[src/rtl/iddmm_div_pkg.sv]
// Shared definitions for the 512-by-256 restoring divider.
package iddmm_div_pkg;

  localparam int DIV_W = 256;

  typedef enum logic [1:0] {
    IDLE  = 2'd0,
    CHECK = 2'd1,
    RUN   = 2'd2,
    DONE  = 2'd3
  } div_state_t;

  // Quotient reported on divide-by-zero or quotient overflow.
  localparam logic [DIV_W-1:0] ERR_QUOTIENT = '1;

endpackage

[src/rtl/iddmm_div_step.sv]
// One radix-2 restoring step: shift in the next dividend bit, then
// compare-subtract against the divisor.
module iddmm_div_step
  import iddmm_div_pkg::*;
#(
  parameter int W = DIV_W
) (
  input  logic [W:0]   i_r,
  input  logic         i_s_msb,
  input  logic [W-1:0] i_divisor,
  output logic [W:0]   o_next_r,
  output logic         o_bit
);

  logic [W+1:0] w_t;
  logic [W:0]   w_diff;
  logic         w_ge;

  // The partial remainder is always below the divisor, so i_r[W] is zero and
  // w_t[W:0] is the shifted value; keeping the full width makes the compare
  // safe even if that ever stopped holding.
  assign w_t      = {i_r, i_s_msb};
  assign w_ge     = (w_t >= {2'b00, i_divisor});
  assign w_diff   = w_t[W:0] - {1'b0, i_divisor};
  assign o_next_r = w_ge ? w_diff : w_t[W:0];
  assign o_bit    = w_ge;

endmodule

[src/rtl/iddmm_div_512_to_256.sv]
// Iterative radix-2 restoring divider: 2W-bit dividend / W-bit divisor.
//
//   state | meaning
//   IDLE  | ready for operands
//   CHECK | screen divide-by-zero / quotient overflow
//   RUN   | W compare-subtract iterations
//   DONE  | result held until consumer accepts it
module iddmm_div_512_to_256
  import iddmm_div_pkg::*;
#(
  parameter int W  = DIV_W,
  parameter int CW = $clog2(W)
) (
  input  logic             clk,
  input  logic             rst,
  input  logic             in_valid,
  output logic             in_ready,
  input  logic [2*W-1:0]   dividend,
  input  logic [W-1:0]     divisor,
  output logic             out_valid,
  input  logic             out_ready,
  output logic [W-1:0]     quotient,
  output logic [W-1:0]     remainder,
  output logic             err
);

  div_state_t      r_state;
  div_state_t      w_state_nxt;
  logic [W:0]      r_r;
  logic [W-1:0]    r_s;
  logic [W-1:0]    r_divisor;
  logic [CW-1:0]   r_cnt;
  logic [W-1:0]    r_quotient;
  logic [W-1:0]    r_remainder;
  logic            r_err;
  logic [W:0]      w_next_r;
  logic            w_bit;
  logic            w_last;
  logic            w_bad;
  logic            w_in_ready;
  logic            w_out_valid;

  iddmm_div_step #(.W(W)) u_step (
    .i_r       (r_r),
    .i_s_msb   (r_s[W-1]),
    .i_divisor (r_divisor),
    .o_next_r  (w_next_r),
    .o_bit     (w_bit)
  );

  // A quotient only fits in W bits when the dividend's high half is below the divisor.
  assign w_last = (r_cnt == CW'(W-1));
  assign w_bad  = (r_divisor == '0) || (r_r >= {1'b0, r_divisor});

  // State register.
  always_ff @(posedge clk) begin
    if (rst) r_state <= IDLE;
    else     r_state <= w_state_nxt;
  end

  // Next-state and handshake outputs.
  always_comb begin
    w_state_nxt = r_state;
    w_in_ready  = 1'b0;
    w_out_valid = 1'b0;
    unique case (r_state)
      IDLE: begin
        w_in_ready = 1'b1;
        if (in_valid) w_state_nxt = CHECK;
      end
      CHECK:   w_state_nxt = w_bad ? DONE : RUN;
      RUN:     if (w_last) w_state_nxt = DONE;
      DONE: begin
        w_out_valid = 1'b1;
        if (out_ready) w_state_nxt = IDLE;
      end
      default: w_state_nxt = IDLE;
    endcase
  end

  // Operand capture, iteration datapath and result registers.
  always_ff @(posedge clk) begin
    if (rst) begin
      r_r         <= '0;
      r_s         <= '0;
      r_divisor   <= '0;
      r_cnt       <= '0;
      r_quotient  <= '0;
      r_remainder <= '0;
      r_err       <= 1'b0;
    end else begin
      unique case (r_state)
        IDLE: begin
          if (in_valid) begin
            r_r       <= {1'b0, dividend[2*W-1:W]};
            r_s       <= dividend[W-1:0];
            r_divisor <= divisor;
          end
        end
        CHECK: begin
          if (w_bad) begin
            r_err       <= 1'b1;
            r_quotient  <= W'(ERR_QUOTIENT);
            r_remainder <= '0;
          end else begin
            r_cnt <= '0;
          end
        end
        RUN: begin
          r_r   <= w_next_r;
          r_s   <= {r_s[W-2:0], w_bit};
          r_cnt <= r_cnt + 1'b1;
          if (w_last) begin
            r_quotient  <= {r_s[W-2:0], w_bit};
            r_remainder <= w_next_r[W-1:0];
            r_err       <= 1'b0;
          end
        end
        default: ;
      endcase
    end
  end

  assign in_ready  = w_in_ready;
  assign out_valid = w_out_valid;
  assign quotient  = r_quotient;
  assign remainder = r_remainder;
  assign err       = r_err;

endmodule

[config.mk]
export PLATFORM = sky130hd
export DESIGN_NAME = iddmm_div_512_to_256
export DESIGN_NICKNAME = d
export VERILOG_FILES = /design/src/rtl/iddmm_div_pkg.sv /design/src/rtl/iddmm_div_step.sv /design/src/rtl/iddmm_div_512_to_256.sv
export SDC_FILE = /design/constraint.sdc
export NUM_CORES = 2
export LEC_CHECK = 0
export BUFFER_PORTS_ARGS = -buffer_cell sky130_fd_sc_hd__buf_2
export CAP_MARGIN = 20
export CELL_PAD_IN_SITES_DETAIL_PLACEMENT = 1
export CELL_PAD_IN_SITES_GLOBAL_PLACEMENT = 2
export CORE_AREA = 2 2 502 504
export CTS_CLUSTER_DIAMETER = 40
export DETAILED_ROUTE_END_ITERATION = 12
export DIE_AREA = 0 0 504 506
export GPL_TIMING_DRIVEN = 0
export PLACE_DENSITY = 0.8
export SLEW_MARGIN = 20
export SYNTH_ARGS = -nofsm -noshare
export SYNTH_HDL_FRONTEND = slang
export SYNTH_HIERARCHICAL = 1
export SYNTH_SLANG_ARGS = --single-unit
[constraint.sdc]
create_clock -name clk -period 12.85 [get_ports clk]
set_clock_uncertainty 0.2 [all_clocks]
set_input_delay 1.285 -clock clk [delete_from_list [all_inputs] [get_ports clk]]
set_output_delay 1.285 -clock clk [all_outputs]
set_load 0.02 [all_outputs]
# [Yosys cells after proc, flatten, opt, wreduce, memory -nomap -nowiden]
# Index checks and enable logic that the tools add are counted.
[op_classes] add_sub_neg=2 n_lt_le_gt_ge=2 eq_ne=9 muxes=23 reduce_logical=10
[op_table] cell="$pmux W256 S2" count=3
[op_table] cell="$mux W256" count=5
[op_table] cell="$mux W257" count=2
[op_table] cell="$pmux W257 S2" count=1
[op_table] cell="$ge A258 B256 Y1" count=1
[op_table] cell="$ge A257 B256 Y1" count=1
[op_table] cell="$sub A257 B256 Y257" count=1
[op_table] cell="$logic_not A256 Y1" count=1
[op_table] cell="$pmux W8 S2" count=1
[op_table] cell="$ne A2 B2 Y1 const B" count=5
[op_table] cell="$add A8 B1 Y8 const B" count=1
[op_table] cell="$eq A8 B8 Y1 const B" count=1
[op_table] cell="$mux W8" count=1
[op_table] cell="$pmux W2 S4" count=1
[op_table] cell="$mux W2" count=3
[op_table] cell="$reduce_and A2 Y1" count=3
[op_table] cell="$reduce_and A3 Y1" count=2
[op_table] cell="$mux W1" count=5
[op_table] cell="$eq A2 B2 Y1 const B" count=2
[op_table] cell="$reduce_bool A2 Y1" count=2
[op_table] cell="$eq A2 B1 Y1 const B" count=1
[op_table] cell="$logic_not A2 Y1" count=1
[op_table] cell="$pmux W1 S2" count=1
[op_table] cell="$logic_or A1 B1 Y1" count=1
[totals] reg_bits=1292 input_bits=772 output_inout_bits=515

# [Logic depth before layout (Yosys ltp)]
[logic_depth] ltp_word=4 mapped_depth=21 ltp_nobuf=19

# [Modules after synthesis]
# Netlist, hierarchy kept.
[by_module_without_submodules] mod="iddmm_div_512_to_256" instances=1 cells_each=6205 area_per_inst_um2=55927.4
[by_module_without_submodules] mod="iddmm_div_step" instances=1 cells_each=4030 area_per_inst_um2=23598.9

# [Worst setup path before layout]
# OpenSTA, ideal clock, no wires.
[synth_timing] kind="register to register" start="reg r_divisor[0]" end="reg r_r[245]" setup_ns=0.086 arrival_time_ns=3.895 required_ns=12.564 slack_ns=8.669 stages_incl_launch_ff=20 n_path_buf=2 synth_period_minus_slack_ns=4.181 path_cell_list="dfxtp_1 ha_1 inv_1 fa_1 a211oi_2 o21ai_1 a211oi_1 nor3_1 o21ai_1 nand3_1 a41oi_2 o21ai_1 a21o_1 a221o_1 buf_2 buf_2 and2_1 a211oi_1 mux2i_1 a211oi_1"
[synth_between] elab_chain_cells=3
[synth_rtl] item="from (decl)" line="iddmm_div_512_to_256.sv:31" rtl="logic [W-1:0] r_divisor;"
[synth_rtl] item="from (signal assigned)" line="iddmm_div_512_to_256.sv:97" rtl="r_divisor <= divisor;"
[synth_rtl] item="$sub A257 B256 Y257 / $ge A258 B256 Y1 (equally long branches)" line="iddmm_div_step.sv:24, iddmm_div_step.sv:23"
[synth_rtl] item="$mux W257 (*)" line="iddmm_div_step.sv:25" rtl="assign o_next_r = w_ge ? w_diff : w_t[W:0];"
[synth_rtl] item="named net w_next_r[245]" line="iddmm_div_512_to_256.sv:36" rtl="logic [W:0] w_next_r;"
[synth_rtl] item="$pmux W257 S2 (*)" line="iddmm_div_512_to_256.sv:92" rtl="unique case (r_state)"
[synth_rtl] item="to (signal assigned)" line="iddmm_div_512_to_256.sv:95" rtl="r_r <= {1'b0, dividend[2*W-1:W]};"
[synth_rtl] item="to (signal assigned)" line="iddmm_div_512_to_256.sv:110" rtl="r_r <= w_next_r;"
[synth_rtl] item="to (decl)" line="iddmm_div_512_to_256.sv:29" rtl="logic [W:0] r_r;"
# The timed path passes the listed nets; every way through them passes the cells marked *.
# A chain may end at the register's enable or synchronous reset.

# [Worst setup path after layout]
[layout_timing] start="reg r_divisor[25]" end="reg r_r[21]"
[layout_between] elab_chain_cells=3
[layout_rtl] item="$ge A258 B256 Y1" line="iddmm_div_step.sv:23" rtl="assign w_ge = (w_t >= {2'b00, i_divisor});"
[layout_rtl] item="$mux W257" line="iddmm_div_step.sv:25"
[layout_rtl] item="named net w_next_r[21]" line="iddmm_div_512_to_256.sv:36"
[layout_rtl] item="$pmux W257 S2" line="iddmm_div_512_to_256.sv:92"
# The timed path passes the listed nets, and every way through them passes these cells.

==> results.cfg <==
[worst_setup_path]
slowest_delay_ns = 0.74
required_ns = 13.37
crit_fanout = 11
crit_arrival_ns = 8.47
cp.buffers_inverters = 4
critPathTopFamily = compound AO/OA/AOI/OAI gates
crit_path_cell_trace = inv_1, ha_1, nand2_1, nor2_1, nand4_1, nor3_1, o21ai_1, nand3_1, a41oi_2, o21ai_1, a21o_1, a221o_1, buf_2, buf_2, clkbuf_1, a21oi_1, mux2i_1, a211oi_1
crit_type = reg2reg
startpoint_type = flop
end_kind = flop
cp_slowest_cell = buf_2

[synth]
syn_avg_cell_area_sq_um = 7.77
synth.top_cell.area_share = 0.325
yosysMostFrequentCell = nor2_1
synth_top_area_cell = dfxtp_1
syn_inst = 10200
synth_compound_area_frac = 0.253
synth_area_sq_mm = 0.0795
ys_top_cells_by_count = 1,325 x nor2_1, 1,292 x dfxtp_1, 1,091 x a21oi_1
synth_xor_xnor_area_share = 0.0273
synth_adder_area_share = 0.0816
syn-num-nets = 11500
yosys.area_share.simple = 0.166
async_flop_share = 0
synth_edf_count = 0
yosysSeqAreaShare = 0.325
synthMuxAreaShare = 0.0695
yosysWarnings = 6
ys.flop_type = dfxtp_1
synth_top_family_by_area = compound AO/OA/AOI/OAI gates
synthTopCellsByArea = dfxtp_1 33%, ha_1 8.1%, a21oi_1 6.9%
synth_seq_cells = 1292
yosysUniqueCellTypes = 100

[floorplan]
start_util = 0.318
dieArea_sq_mm = 0.255
rows = 184
die-width_um = 504
ios = 1287
die_h_um = 506
core_sq_mm = 0.250

[sta]
slew_viol_final = 0
setup_ws_ns = 4.90
fin_setup_tns_ns = 0
maxSlewHeadroom = 0.0517
rsz0062_at_grt = false
fin_crit_ns = 7.95
worst_pin_slew_ns = 1.41
setup-violations-final = 0
hold_violations = 0
fmaxAchievable_ghz = 0.126
fin_crit_sh = 0.618
holdWs_ns = 0.265

[clock_tree]
cts_hold_buf = 0
cts.path.max_buffers = 3
htree_levels = 4
clkTransAtPathRegs_ns = 0.05
clock_sinks = 1292
cts-root-buf = clkbuf_16
cts_buffers = 233
clk-insertion-delay-late_ns = 0.94
cts_resized = 0
post_cts_buffers = 0
cts_tree = built

[global_route]
grt_max_degree = 22
gr-total-overflow = 0
grt_pass1_wl_mm = 630
grt_pass1_vias = 88500
grt_usage = 0.335
antenna_found_initial = 147

[detailed_routing]
ant_nets = 0
via_count = 85500
dr.pass1.iters = 5
wirelength_mm = 446
vias_per_cell = 5.55
wl_per_cell_um = 28.9
drt_iter0_drc = 5601
drcViolationCount = 0

[placed_design]
gp_congestion = 1.01
port_buffers = 1286
dp_hpwl_mm = 375
place_ws_ns = 5.19

[final_layout]
finalNetCount = 13100
area_growth_syn_to_layout_pct = 24.9
drive_gt1_frac = 0.171

[status]
status = finished, final reports clean

[worst_hold_path]
hp-class = reg2reg

[run]
maxCapViolCount = 0
[cells by family (layout without fill, tap and decap cells)]
kind of cell,count (synthesis),after routing
multiplexers,548,548
AND/OR/NAND/NOR,3034,3034
AO/OA/AOI/OAI,3046,3046
XOR/XNOR,248,248
adder cells (fa/ha/maj),518,518
other,0,70
flip-flops,1292,1292
buffers and inverters,1549,3291
[area by class of cell]
cell class	instances	area [sq um]
diodes	70	175
clock inverters	167	2450
plain buffers	688	2940
repair buffers	1297	6620
flip-flops and latches	1292	25900
fillers	30600	151000
inverters	861	3230
well taps	3348	4190
multi-input cells	7394	47600
clock buffers	278	6250
[metal layers]
metal / global-route usage / up-vias / share of wire
met5: 0 / - / 0.0020
met4: 0.206 / 134 / 0.070
met3: 0.0674 / 871 / 0.056
met2: 0.554 / 2477 / 0.46
met1: 0.398 / 42300 / 0.41
li1: - / 39800 / -
[final timing paths]
check                      from       endpoint  slack, ns  depth (start not counted)
setup / recovery  r_divisor[25]        r_r[21]       4.90                         18
hold / removal    quotient[221]  quotient[221]       0.26                          2
setup reg to reg  r_divisor[25]        r_r[21]       4.90                         18
hold reg to reg   quotient[221]  quotient[221]       0.26                          2
[stage by stage]
stage | std cells | instance area [sq um] | utilization
after floorplan | 10200 | 79500 | -
final | 15400 | 99300 | 0.397
after detailed placement | 14900 | 90400 | 0.362
after global placement | 14900 | 90200 | 0.361
after global routing | 15400 | 99200 | 0.397
after CTS | 15300 | 99100 | 0.397
[state kept, by name, indices dropped and copies added, names as in the netlist]
register,flops
r_state,2
r_r,257
remainder,256
r_cnt,8
r_divisor,256
quotient,256
err,1
r_s,256
[tightest hold or removal path, cell delays in order, from the launching register on]
cell and delay [ns]:
dfxtp_1 0.30, inv_1 0.05, a221oi_1 0.06
[placed cells by master (no fill, tap or decap), types with 38 or more instances in the layout]
cell type / netlist / final
diode_2: 0 / 70
o21ai_1: 51 / 50
and4_1: 38 / 38
mux2i_1: 514 / 514
nand3_1: 90 / 90
nor4_1: 115 / 102
a21o_1: 137 / 137
o21a_1: 41 / 41
clkbuf_16: 0 / 234
nor3_1: 95 / 95
bufinv_16: 0 / 39
xnor2_1: 146 / 146
o21bai_1: 88 / 88
nor2_1: 1325 / 1325
o21ai_0: 324 / 324
nand4_1: 240 / 240
inv_1: 858 / 858
dfxtp_1: 1292 / 1292
clkbuf_1: 469 / 468
ha_1: 517 / 517
a211oi_1: 535 / 534
a21oi_1: 1091 / 1091
a22o_1: 257 / 257
xor2_1: 102 / 102
buf_2: 151 / 1437
nand2_1: 970 / 970
a221oi_1: 285 / 285
Power is left out: the tool's default activity adds up to more than one toggle a clock period on the data nets, which glitch-free logic cannot reach.
